`config.mk`:
```
export PLATFORM = sky130hd
export DESIGN_NAME = tiro_inimigo
export DESIGN_NICKNAME = d
export VERILOG_FILES = /design/src/rtl/tiro_inimigo.sv
export SDC_FILE = /design/constraint.sdc
export NUM_CORES = 1
export LEC_CHECK = 0
export ABC_AREA = 1
export CAP_MARGIN = 20
export CORE_UTILIZATION = 51
export DETAILED_ROUTE_END_ITERATION = 8
export PLACE_DENSITY_LB_ADDON = 0.08
export SLEW_MARGIN = 10
export SYNTH_ARGS = -nofsm -noshare
export SYNTH_HDL_FRONTEND = slang
export SYNTH_SLANG_ARGS = --single-unit
```
`constraint.sdc`:
```
create_clock -name CLOCK_50 -period 6.7 [get_ports CLOCK_50]
set_input_delay 2.01 -clock CLOCK_50 [delete_from_list [all_inputs] [get_ports CLOCK_50]]
set_output_delay 2.01 -clock CLOCK_50 [all_outputs]
set_load 0.02 [all_outputs]
```
`src/rtl/tiro_inimigo.sv`:
```
// ============================================================================
// Module   : tiro_inimigo
// Purpose  : Enemy projectile generator: random cooldown, falling shot and ship-hit pulse.
// Revision : 1.0
// ============================================================================
`default_nettype none

module tiro_inimigo #(
  parameter int         TICK_DIV     = 320000,
  parameter int         VEL          = 4,
  parameter int         COOLDOWN_MIN = 50,
  parameter logic [7:0] LFSR_SEED    = 8'hA5,
  parameter int         NAVE_L       = 33,
  parameter int         NAVE_A       = 24,
  parameter int         TELA_A       = 480
) (
  input  logic       CLOCK_50,
  input  logic       resetInimigo,
  input  logic       pausa,
  input  logic       inimigo_vivo,
  input  logic [9:0] inimigo_x,
  input  logic [9:0] inimigo_y,
  input  logic [9:0] nave_x,
  input  logic [9:0] nave_y,
  output logic [9:0] bola_x,
  output logic [9:0] bola_y,
  output logic       ativa,
  output logic       acertou_nave
);

  localparam int DIV_W = (TICK_DIV > 1) ? $clog2(TICK_DIV) : 1;
  localparam int CD_W  = $clog2(COOLDOWN_MIN + 32);
  localparam logic [DIV_W-1:0] c_div_max = DIV_W'(TICK_DIV - 1);

  typedef enum logic [1:0] {
    OCIOSO = 2'd0,
    ESPERA = 2'd1,
    VOANDO = 2'd2
  } estado_t;

  estado_t          r_estado, w_estado_nxt;
  logic [DIV_W-1:0] r_div;
  logic [7:0]       r_lfsr;
  logic [CD_W-1:0]  r_cd, w_cd_nxt;
  logic [9:0]       r_bola_x, w_bola_x_nxt;
  logic [9:0]       r_bola_y, w_bola_y_nxt;
  logic             r_ativa, w_ativa_nxt;
  logic             r_acertou, w_acertou_nxt;

  logic             w_tick;
  logic             w_fb;
  logic [CD_W-1:0]  w_cd_load;
  logic [10:0]      w_x_lanc;
  logic [9:0]       w_y_lanc;
  logic [10:0]      w_y_mov;
  logic             w_acerto;
  logic             w_fora;

  assign w_tick    = !pausa && (r_div == c_div_max);
  assign w_fb      = r_lfsr[7] ^ r_lfsr[5] ^ r_lfsr[4] ^ r_lfsr[3];
  assign w_cd_load = CD_W'(COOLDOWN_MIN) + CD_W'(r_lfsr[4:0]);
  assign w_x_lanc  = {1'b0, inimigo_x} + 11'd16;
  assign w_y_lanc  = inimigo_y + 10'd24;
  assign w_y_mov   = {1'b0, r_bola_y} + 11'(VEL);

  // Hit box test uses the post-move y; bola_x never changes in flight.
  assign w_acerto = ({1'b0, nave_x} < {1'b0, r_bola_x}) &&
                    ({1'b0, r_bola_x} < ({1'b0, nave_x} + 11'(NAVE_L))) &&
                    ({1'b0, nave_y} < w_y_mov) &&
                    (w_y_mov < ({1'b0, nave_y} + 11'(NAVE_A)));
  assign w_fora   = (w_y_mov >= 11'(TELA_A));

  always_comb begin
    w_estado_nxt  = r_estado;
    w_cd_nxt      = r_cd;
    w_bola_x_nxt  = r_bola_x;
    w_bola_y_nxt  = r_bola_y;
    w_ativa_nxt   = r_ativa;
    w_acertou_nxt = 1'b0;
    case (r_estado)
      OCIOSO: begin
        w_ativa_nxt = 1'b0;
        if (inimigo_vivo) begin
          w_estado_nxt = ESPERA;
          w_cd_nxt     = w_cd_load;
        end
      end
      ESPERA: begin
        w_ativa_nxt = 1'b0;
        if (!inimigo_vivo) begin
          w_estado_nxt = OCIOSO;
        end else if ((r_cd == '0) && !pausa) begin
          w_estado_nxt = VOANDO;
          w_bola_x_nxt = (w_x_lanc > 11'd639) ? 10'd639 : w_x_lanc[9:0];
          w_bola_y_nxt = w_y_lanc;
          w_ativa_nxt  = 1'b1;
        end else if (w_tick && (r_cd != '0)) begin
          w_cd_nxt = r_cd - CD_W'(1);
        end
      end
      VOANDO: begin
        if (w_tick) begin
          w_bola_y_nxt = w_y_mov[9:0];
          if (w_acerto) begin
            w_acertou_nxt = 1'b1;
            w_ativa_nxt   = 1'b0;
            w_estado_nxt  = ESPERA;
            w_cd_nxt      = w_cd_load;
          end else if (w_fora) begin
            w_ativa_nxt  = 1'b0;
            w_estado_nxt = ESPERA;
            w_cd_nxt     = w_cd_load;
          end
        end
      end
      default: begin
        w_estado_nxt = OCIOSO;
        w_ativa_nxt  = 1'b0;
      end
    endcase
  end

  always_ff @(posedge CLOCK_50 or posedge resetInimigo) begin
    if (resetInimigo) begin
      r_estado  <= OCIOSO;
      r_div     <= '0;
      r_lfsr    <= LFSR_SEED;
      r_cd      <= '0;
      r_bola_x  <= '0;
      r_bola_y  <= '0;
      r_ativa   <= 1'b0;
      r_acertou <= 1'b0;
    end else begin
      r_estado  <= w_estado_nxt;
      r_lfsr    <= {r_lfsr[6:0], w_fb};
      r_cd      <= w_cd_nxt;
      r_bola_x  <= w_bola_x_nxt;
      r_bola_y  <= w_bola_y_nxt;
      r_ativa   <= w_ativa_nxt;
      r_acertou <= w_acertou_nxt;
      if (!pausa) begin
        r_div <= (r_div == c_div_max) ? '0 : r_div + DIV_W'(1);
      end
    end
  end

  assign bola_x       = r_bola_x;
  assign bola_y       = r_bola_y;
  assign ativa        = r_ativa;
  assign acertou_nave = r_acertou;

endmodule

`default_nettype wire

```
==> results.yml, run 1 <==
clock_network:
  numCtsBuffers: 9
  max-clock-path-buffers: 2
  cts_max_level: 3
  cts.sinks: 58
  cts_root_buf: "clkbuf_8"
  ctsHoldBuffers: 0
  path_clk_slew_ns: 0.06
  cts_resized: 0
  cts_tree: "built"
  clk_latency_ns: 0.35
  post_cts_buffers: 0
critical_path:
  crit_buf_inv: 2
  crit_path_start_kind: "input port"
  crit_family: "simple AND/OR/NAND/NOR gates"
  r2r_cells: 17
  crit_required_ns: 6.93
  worst_path_largest_cell_delay_ns: 0.53
  path_cells: "clkdlybuf4s50_1, inv_1, ha_1, nor2_1, nand3_1, xor2_1, ha_1, a21oi_1, nand3_1, nor2_1, nand3_1, nor2_1, nand3_2, a21oi_4, nand2_2, o21a_1"
  r2r-end: "ativa"
  worst_ep_arrival_time_ns: 4.66
  cp.depth: 16
  path_max_fanout: 10
  r2r_start: "bola_y[2]"
  r2r_setup_slack_ns: 3.78
  cp-endpoint: "ativa"
  end_kind: "flip-flop"
  path_class: "input port to flip-flop"
  critPathLaunch: "nave_y[3]"
  cpMaxStageDelayCell: "clkdlybuf4s50_1"
route:
  dr.max_layer_used: "met4"
  dr_wl_met2_mm: 4.88
  vias: 4070
  ant_nets: 0
  route.met3.wl_um: 358
  via_per_inst: 5.20
  drt-total-wl_mm: 10.3
  drt_pass1_iterations: 4
  drt-initial-drc-count: 176
  routedWlPerCell_um: 13.1
  drt-met1-wl_mm: 4.85
  drc: 0
synthesis:
  synth_xor_area_frac: 0.0686
  synthAdderAreaFrac: 0.132
  seq_area_frac_synth: 0.326
  synth_compound_area_frac: 0.0996
  ys_top_cells_by_count: "140 x nand2_1, 99 x inv_1, 55 x nor2_1, 54 x dfrtp_1, 47 x ha_1"
  synth_area_um2: 4470
  synth_top_family_by_area: "simple AND/OR/NAND/NOR gates"
  netlist_instances: 601
  yosys.area_share.simple: 0.281
  synth_mux_area_frac: 0.00224
  yosys.area.top_type: "dfrtp_1"
  ys.flop_type: "dfrtp_1"
  yosysWarnings: 0
  yosys-top-cells-area: "dfrtp_1 30%, ha_1 13%, nand2_1 12%"
  synth.most_common_cell: "nand2_1"
  async_reset_ff_frac: 1.00
  synth_edf_count: 0
  syn_area_per_cell_um2: 7.44
  post-synth-top-area-fraction: 0.302
  synthesis.nets: 692
  ys_ff_latch: 58
  yosysUniqueCellTypes: 44
power:
  peakVddDrop_mv: 0.207
  p_sw_mw: 0.752
  clock_power_share: 0.233
  power_leakage_nw: 2.83
  swShare: 0.404
  pwr-share-comb: 0.465
  p_per_area_nw_per_um2: 339
  pwr-share-seq: 0.302
  total_power_mw: 1.86
  internal-power_mw: 1.11
timing:
  fin_hold_ws_ns: 0.359
  grt_setup_unrepaired: "no"
  fin_ws_ns: 2.27
  final.setup_skew_ns: 0.0146
  worst_pin_slew_ns: 0.720
  relSlewSlack: 0.520
  period_needed_ns: 4.43
  drv_slew: 0
  final-hold-violation-count: 0
  setup_tns_ns: 0
  period_share: 0.661
  clock.fmax_mhz: 226
  setup_viol: 0
global_routing:
  grt_use_total: 0.239
  grt-ovfl-total: 0
  grt_max_degree: 59
  grt_pass1_vias: 3862
  antenna_found_initial: 0
  grt_first_pass_wirelength_mm: 16.9
cells_and_area:
  instances_no_fill: 783
  diodes: 0
  drive_above_1_share: 0.0649
  area_delta_synth_final_pct: 23.1
  final_core_util: 0.660
  nNetsFinal: 764
  fillCellCount: 743
  final_area_um2: 5500
die:
  num_rows: 33
  die_w_um: 95.6
  pin_count: 66
  coreArea_um2: 8340
  start_util: 0.536
  die_y_um: 95.6
  die-area_um2: 9140
placed_design:
  dp_worst_setup_slack_ns: 1.93
  gp_congestion: 0.856
  dp_hpwl_mm: 8.08
  port_buffers: 65
  dp.cells: 767
  dpl_cell_area_um2: 5240
flow_run:
  cap_violations: 0
outcome:
  status: "finished clean"
min_path:
  min_path_type: "flip-flop to flip-flop"
[kinds of logic (layout without fill, tap and decap cells)]
logic type                 count (synthesis)  count (layout)
and+or+nand+nor                          279             279
buffers and inverters                    107             184
AOI/OAI and AO/OA                         74              74
DFF                                       58              58
adders and majority gates                 47              47
xor gates and xnor gates                  35              35
muxes                                      1               1
[state kept, by name (all words and copies together) (netlist names)]
signal,flops
r_lfsr,8
ativa,1
bola_y,10
r_div,19
r_estado,2
acertou_nave,1
bola_x,10
r_cd,7
[how the worst min path moves through the flow]
stage	startpoint	end	cells past startpoint	slack [ns]
CTS	r_lfsr[6]	r_lfsr[7]	0	0.36
floorplan	r_lfsr[6]	r_lfsr[7]	0	0.33
finish	r_lfsr[6]	r_lfsr[7]	0	0.36
detailed placement	r_lfsr[6]	r_lfsr[7]	0	0.34
global route	r_lfsr[6]	r_lfsr[7]	0	0.37
global placement	r_lfsr[6]	r_lfsr[7]	0	0.34
[area by class of cell]
cell class / instances / area, µm² / share of cell area
clock buffer: 11 / 141 / 0.0257
clock inverter: 5 / 125 / 0.0227
inverter: 102 / 383 / 0.0696
multi-input combinational: 436 / 2610 / 0.474
sequential: 58 / 1460 / 0.265
tap: 105 / 131 / 0.0239
timing repair buffer: 66 / 658 / 0.120
[worst register-to-register path, cell delays in order (launching register included)]
cell and delay (ns):
dfrtp_1 0.48, ha_1 0.20, nand2_1 0.10, nor2_2 0.16, nand2_1 0.10, o21ai_0 0.16, nand2_1 0.14, ha_1 0.31
a21o_2 0.19, nand3_1 0.07, nand2_1 0.05, inv_1 0.04, nand2_1 0.05, nor2_2 0.10, nand3_2 0.15, a21oi_4 0.33
nand2_2 0.09, o21a_1 0.11
[cells in the final DEF (no fill, tap or decap), types with 2 or more instances in the layout]
| cell type | netlist | final |
|---|---|---|
| dfrtp_1 | 54 | 54 |
| a21o_1 | 2 | 2 |
| o21ai_0 | 27 | 27 |
| nand2_1 | 140 | 140 |
| inv_1 | 99 | 98 |
| nand2_2 | 4 | 4 |
| o22ai_1 | 3 | 3 |
| nand4_1 | 23 | 23 |
| nor2_2 | 6 | 6 |
| dfstp_2 | 4 | 4 |
| xor2_1 | 22 | 22 |
| nor3_1 | 13 | 13 |
| bufinv_16 | 0 | 4 |
| nor2_1 | 55 | 55 |
| nor4_1 | 3 | 3 |
| clkbuf_8 | 0 | 10 |
| and3_1 | 2 | 2 |
| o21a_1 | 3 | 3 |
| ha_1 | 47 | 47 |
| a22oi_1 | 4 | 4 |
| a21oi_1 | 23 | 23 |
| nor4_2 | 2 | 2 |
| xnor2_1 | 13 | 13 |
| inv_2 | 3 | 4 |
| nand3_2 | 2 | 2 |
| nand3b_1 | 3 | 3 |
| a211oi_1 | 2 | 2 |
| clkdlybuf4s50_1 | 0 | 65 |
| nand3_1 | 22 | 22 |
[layer usage]
| layer | vias to the layer above | GRT usage |
|---|---|---|
| met4 | 0 | 0.0920 |
| met5 | - | 0 |
| met3 | 17 | 0.0231 |
| met2 | 79 | 0.413 |
| met1 | 1883 | 0.307 |
| li1 | 2091 | - |
[power groups by stage]
| stage | clock network [mW] | logic, mW | registers (mW) |
|---|---|---|---|
| 3_3_place_gp | 0 | 0.832 | 0.561 |
| 5_1_grt | 0.451 | 0.985 | 0.576 |
| 4_1_cts | 0.439 | 0.873 | 0.559 |
| 3_5_place_dp | 0 | 0.869 | 0.564 |
| 2_1_floorplan | 0 | 0.536 | 0.596 |
| 6_report | 0.434 | 0.867 | 0.562 |
(Power assumes the default switching activity.)
==> run 2: changes to the inputs <==
==> constraint.sdc (replaced) <==
create_clock -name CLOCK_50 -period 4.27 [get_ports CLOCK_50]
set_input_delay 1.281 -clock CLOCK_50 [delete_from_list [all_inputs] [get_ports CLOCK_50]]
set_output_delay 1.281 -clock CLOCK_50 [all_outputs]
set_load 0.02 [all_outputs]
==> run 2 against run 1 <==
Compared with the run above: sequential power rose by 57%; worst hold slack barely moved; cell area shrank 0.57%; critical path depth is the same; highest routed layer unchanged.
==> results.yml, run 2 (synthesis gave the netlist of run 1 again) <==
clock_network:
  numCtsBuffers: 9
  path_clk_slew_ns: 0.07
  post_cts_buffers: 0
  clk_latency_ns: 0.34
  cts.sinks: 58
  cts_resized: 0
  cts_max_level: 3
  cts_tree: "built"
  max-clock-path-buffers: 2
  ctsHoldBuffers: 0
  cts_root_buf: "clkbuf_8"
critical_path:
  end_kind: "flip-flop"
  path_max_fanout: 10
  crit_path_start_kind: "input port"
  worst_path_largest_cell_delay_ns: 0.53
  path_cells: "clkdlybuf4s50_1, inv_1, ha_1, nor2_1, nand3_1, xor2_1, ha_1, a21oi_1, nand3_1, nor2_1, nand3_1, nor2_1, nand3_2, a21oi_4, nand4_1, nand2_1"
  cpMaxStageDelayCell: "clkdlybuf4s50_1"
  crit_required_ns: 4.55
  crit_family: "simple AND/OR/NAND/NOR gates"
  worst_ep_arrival_time_ns: 3.99
  crit_buf_inv: 2
  path_class: "input port to flip-flop"
cells_and_area:
  nNetsFinal: 765
  drive_above_1_share: 0.0677
  diodes: 0
  ff_latch_area_um2: 1460
  fillCellCount: 749
  area_delta_synth_final_pct: 22.4
  final_cell_mix: "140 x nand2_1, 98 x inv_1, 65 x clkdlybuf4s50_1, 55 x nor2_1, 54 x dfrtp_1"
  largest_register_ffs: 19
  final_core_util: 0.656
  final_common_cell: "nand2_1"
  multi_input_area_um2: 2610
  largest_register: "r_div"
timing:
  period_share: 0.868
  grt_setup_unrepaired: "no"
  fin_ws_ns: 0.562
  final.setup_skew_ns: 0.00885
  worst_pin_slew_ns: 0.680
  period_needed_ns: 3.71
  drv_slew: 0
  final-hold-violation-count: 0
  fin_hold_ws_ns: 0.359
  clock.fmax_mhz: 270
  setup_tns_ns: 0
  relSlewSlack: 0.545
  setup_viol: 0
flow_run:
  cap_violations: 0
die:
  die-area_um2: 9140
  pin_count: 66
  die_w_um: 95.6
  num_rows: 33
  start_util: 0.536
  die_y_um: 95.6
  coreArea_um2: 8340
route:
  drc: 0
  drt_pass1_iterations: 5
  drt-total-wl_mm: 10.3
  via_per_inst: 5.31
  routedWlPerCell_um: 13.1
  vias: 4166
  drt-initial-drc-count: 190
  ant_nets: 0
min_path:
  min_path_type: "flip-flop to flip-flop"
global_routing:
  grt_use_total: 0.243
  grt_first_pass_wirelength_mm: 17.4
  grt_pass1_vias: 3956
  antenna_found_initial: 0
  grt_max_degree: 31
  grt-ovfl-total: 0
power:
  power_leakage_nw: 2.80
  p_per_area_nw_per_um2: 515
  peakVddDrop_mv: 0.282
  total_power_mw: 2.82
placed_design:
  dp_hpwl_mm: 8.10
  port_buffers: 65
  gp_congestion: 0.834
  dp_worst_setup_slack_ns: 0.199
outcome:
  status: "finished clean"
-- run 2: worst reg2reg max path, delay by kind of cell (launching register included) --
family | cells | cell delay (ns)
simple gates | 11 | 1.19
compound gates | 3 | 0.69
fa+ha+maj | 2 | 0.51
flops | 1 | 0.48
buf+inv | 1 | 0.05
-- run 2: final cells by class --
cell class	instances	share of cell area
clock buffers	10	0.0252
clock inverters	6	0.0165
inverters	102	0.0700
multi-input cells	436	0.476
flip-flops and latches	58	0.266
well taps	105	0.0240
repair buffers	67	0.122
-- run 2: worst paths after layout --
kind                         startpoint         to  slack, ns  cells after the start
max                           nave_y[3]    r_cd[2]       0.56                     16
min                           r_lfsr[6]  r_lfsr[7]       0.36                      0
max reg2reg                   bola_y[2]    r_cd[2]       1.29                     17
min reg2reg                   r_lfsr[6]  r_lfsr[7]       0.36                      0
max in group asynchronous  resetInimigo  bola_y[9]       2.28                      3
min in group asynchronous  resetInimigo    r_cd[3]       1.34                      2
-- run 2: routing by layer --
layer / up-vias / wire length [µm] / track usage
met5: - / 0 / 0
li1: 2106 / - / -
met2: 125 / 4830 / 0.415
met3: 14 / 557 / 0.0271
met4: 0 / 144 / 0.0746
met1: 1921 / 4740 / 0.324
-- run 2: report_power, final --
part           leakage, nW  internal, mW  switching [mW]
registers            0.692         0.702           0.181
logic                 2.01         0.577           0.783
clock network        0.101         0.344           0.231
-- run 2: through the flow --
stage / area, µm² / std cells
3_5_place_dp: 5240 / 768
6_report: 5470 / 784
4_1_cts: 5470 / 784
5_1_grt: 5470 / 784
2_1_floorplan: 4470 / 601
3_3_place_gp: 5240 / 768
==> run 3: changes to the inputs <==
--- a/config.mk
+++ b/config.mk
@@ -9,7 +9,8 @@
 export CAP_MARGIN = 20
 export CORE_UTILIZATION = 51
 export DETAILED_ROUTE_END_ITERATION = 8
-export PLACE_DENSITY_LB_ADDON = 0.08
+export PLACE_DENSITY = 0.76
+export SETUP_SLACK_MARGIN = 0.02
 export SLEW_MARGIN = 10
 export SYNTH_ARGS = -nofsm -noshare
 export SYNTH_HDL_FRONTEND = slang
==> run 3 against run 2 <==
Compared with the run above: power down 0.96%; sequential power about the same; combinational power about the same; critical path depth unchanged; cell count down 0.26%; global-route usage down 0.20 points; clock power down 3%; die area unchanged; count of clock-buffer cells in the layout unchanged; wire length down 3.4%; non-clock buffer count down 1; cell area down 0.34%; critical path type unchanged; critical endpoint is now ativa.
==> results.yml, run 3 (synthesis gave the netlist of run 1 again) <==
flow_run:
  cap_violations: 0
clock_network:
  path_clk_slew_ns: 0.07
  numCtsBuffers: 9
  cts.sinks: 58
  ctsHoldBuffers: 0
  cts_tree: "built"
  clk_latency_ns: 0.34
  cts_max_level: 3
  max-clock-path-buffers: 2
  cts_root_buf: "clkbuf_8"
  cts_resized: 0
  post_cts_buffers: 0
critical_path:
  critPathLaunch: "nave_y[3]"
  r2r-end: "ativa"
  end_kind: "flip-flop"
  path_class: "input port to flip-flop"
  cp-endpoint: "ativa"
  crit_required_ns: 4.51
  worst_ep_arrival_time_ns: 3.93
  r2r_start: "bola_y[2]"
  crit_path_start_kind: "input port"
  r2r_setup_slack_ns: 1.32
  r2r_cells: 17
  path_max_fanout: 10
placed_design:
  dp_hpwl_mm: 7.96
  port_buffers: 65
  dp.cells: 767
  gp_congestion: 0.856
  dp_worst_setup_slack_ns: 0.220
  dpl_cell_area_um2: 5240
timing:
  drv_slew: 0
  grt_setup_unrepaired: "no"
  final.setup_skew_ns: 0.0115
  fin_hold_ws_ns: 0.355
  relSlewSlack: 0.560
  period_needed_ns: 3.70
  setup_tns_ns: 0
  period_share: 0.866
  worst_pin_slew_ns: 0.657
  setup_viol: 0
  clock.fmax_mhz: 270
  final-hold-violation-count: 0
  fin_ws_ns: 0.573
cells_and_area:
  final_core_util: 0.654
  ff_latch_area_um2: 1460
  diodes: 0
  drive_above_1_share: 0.0650
  instances_no_fill: 782
  fillCellCount: 732
  largest_register: "r_div"
  multi_input_area_um2: 2610
  nNetsFinal: 764
  final_common_cell: "nand2_1"
  final_area_um2: 5450
  largest_register_ffs: 19
  area_delta_synth_final_pct: 21.9
  final_cell_mix: "140 x nand2_1, 98 x inv_1, 65 x clkdlybuf4s50_1, 55 x nor2_1, 54 x dfrtp_1"
global_routing:
  grt_pass1_vias: 3964
  grt_max_degree: 41
  grt_first_pass_wirelength_mm: 17.3
  antenna_found_initial: 0
  busiest_layer: "met2"
  grt.met3_usage: 0.0391
  grt_use_total: 0.241
  grt-ovfl-total: 0
  grtUsageMet2: 0.402
  met1_usage: 0.322
route:
  drt-total-wl_mm: 9.93
  via_per_inst: 5.19
  vias: 4058
  routedWlPerCell_um: 12.7
  drc: 0
  ant_nets: 0
  drt-initial-drc-count: 167
  drt_pass1_iterations: 5
power:
  total_power_mw: 2.79
  peakVddDrop_mv: 0.267
  power_leakage_nw: 2.81
  p_per_area_nw_per_um2: 512
die:
  pin_count: 66
  die_w_um: 95.6
  die-area_um2: 9140
  start_util: 0.536
  coreArea_um2: 8340
  die_y_um: 95.6
  num_rows: 33
min_path:
  min_path_type: "flip-flop to flip-flop"
outcome:
  status: "finished clean"
## run 3: cell types whose count changed in the layout (fill, tap and decap cells not counted)
cell,change
clkinv_2,+2
clkinvlp_4,-4
buf_4,-1
clkinv_4,+1
## run 3: final cells by class
cell class              instances  area share
flip-flops and latches         58       0.267
multi-input cells             436       0.478
well taps                     105      0.0241
repair buffers                 66       0.121
clock buffers                  10      0.0252
inverters                     102      0.0702
clock inverters                 5      0.0145
## run 3: worst min-delay path by stage
stage              start   endpoint  slack, ns  cells after the start
6_report       r_lfsr[6]  r_lfsr[7]       0.35                      0
5_1_grt        r_lfsr[6]  r_lfsr[7]       0.36                      0
4_1_cts        r_lfsr[6]  r_lfsr[7]       0.36                      0
3_5_place_dp   r_lfsr[6]  r_lfsr[7]       0.34                      0
3_3_place_gp   r_lfsr[6]  r_lfsr[7]       0.34                      0
2_1_floorplan  r_lfsr[6]  r_lfsr[7]       0.33                      0
## run 3: critical path, cell delays in order
cell and delay (ns):
clkdlybuf4s50_1 0.53, inv_1 0.06, ha_1 0.21, nor2_1 0.18, nand3_1 0.13, xor2_1 0.16
ha_1 0.18, a21oi_1 0.15, nand3_1 0.09, nor2_1 0.11, nand3_1 0.07, nor2_1 0.12
nand3_2 0.14, a21oi_4 0.32, nand2_2 0.08, o21a_1 0.11
## run 3: routing by layer
metal | up-vias | share of wire | routed length (µm)
met2 | 98 | 0.46 | 4570
met1 | 1845 | 0.48 | 4790
met3 | 15 | 0.042 | 416
li1 | 2100 | - | -
met4 | 0 | 0.015 | 150
met5 | - | 0 | 0
## run 3: where the power goes
part           total, mW  internal [mW]  switching (mW)
clock network      0.556          0.340           0.216
logic               1.35          0.577           0.778
registers          0.881          0.702           0.179
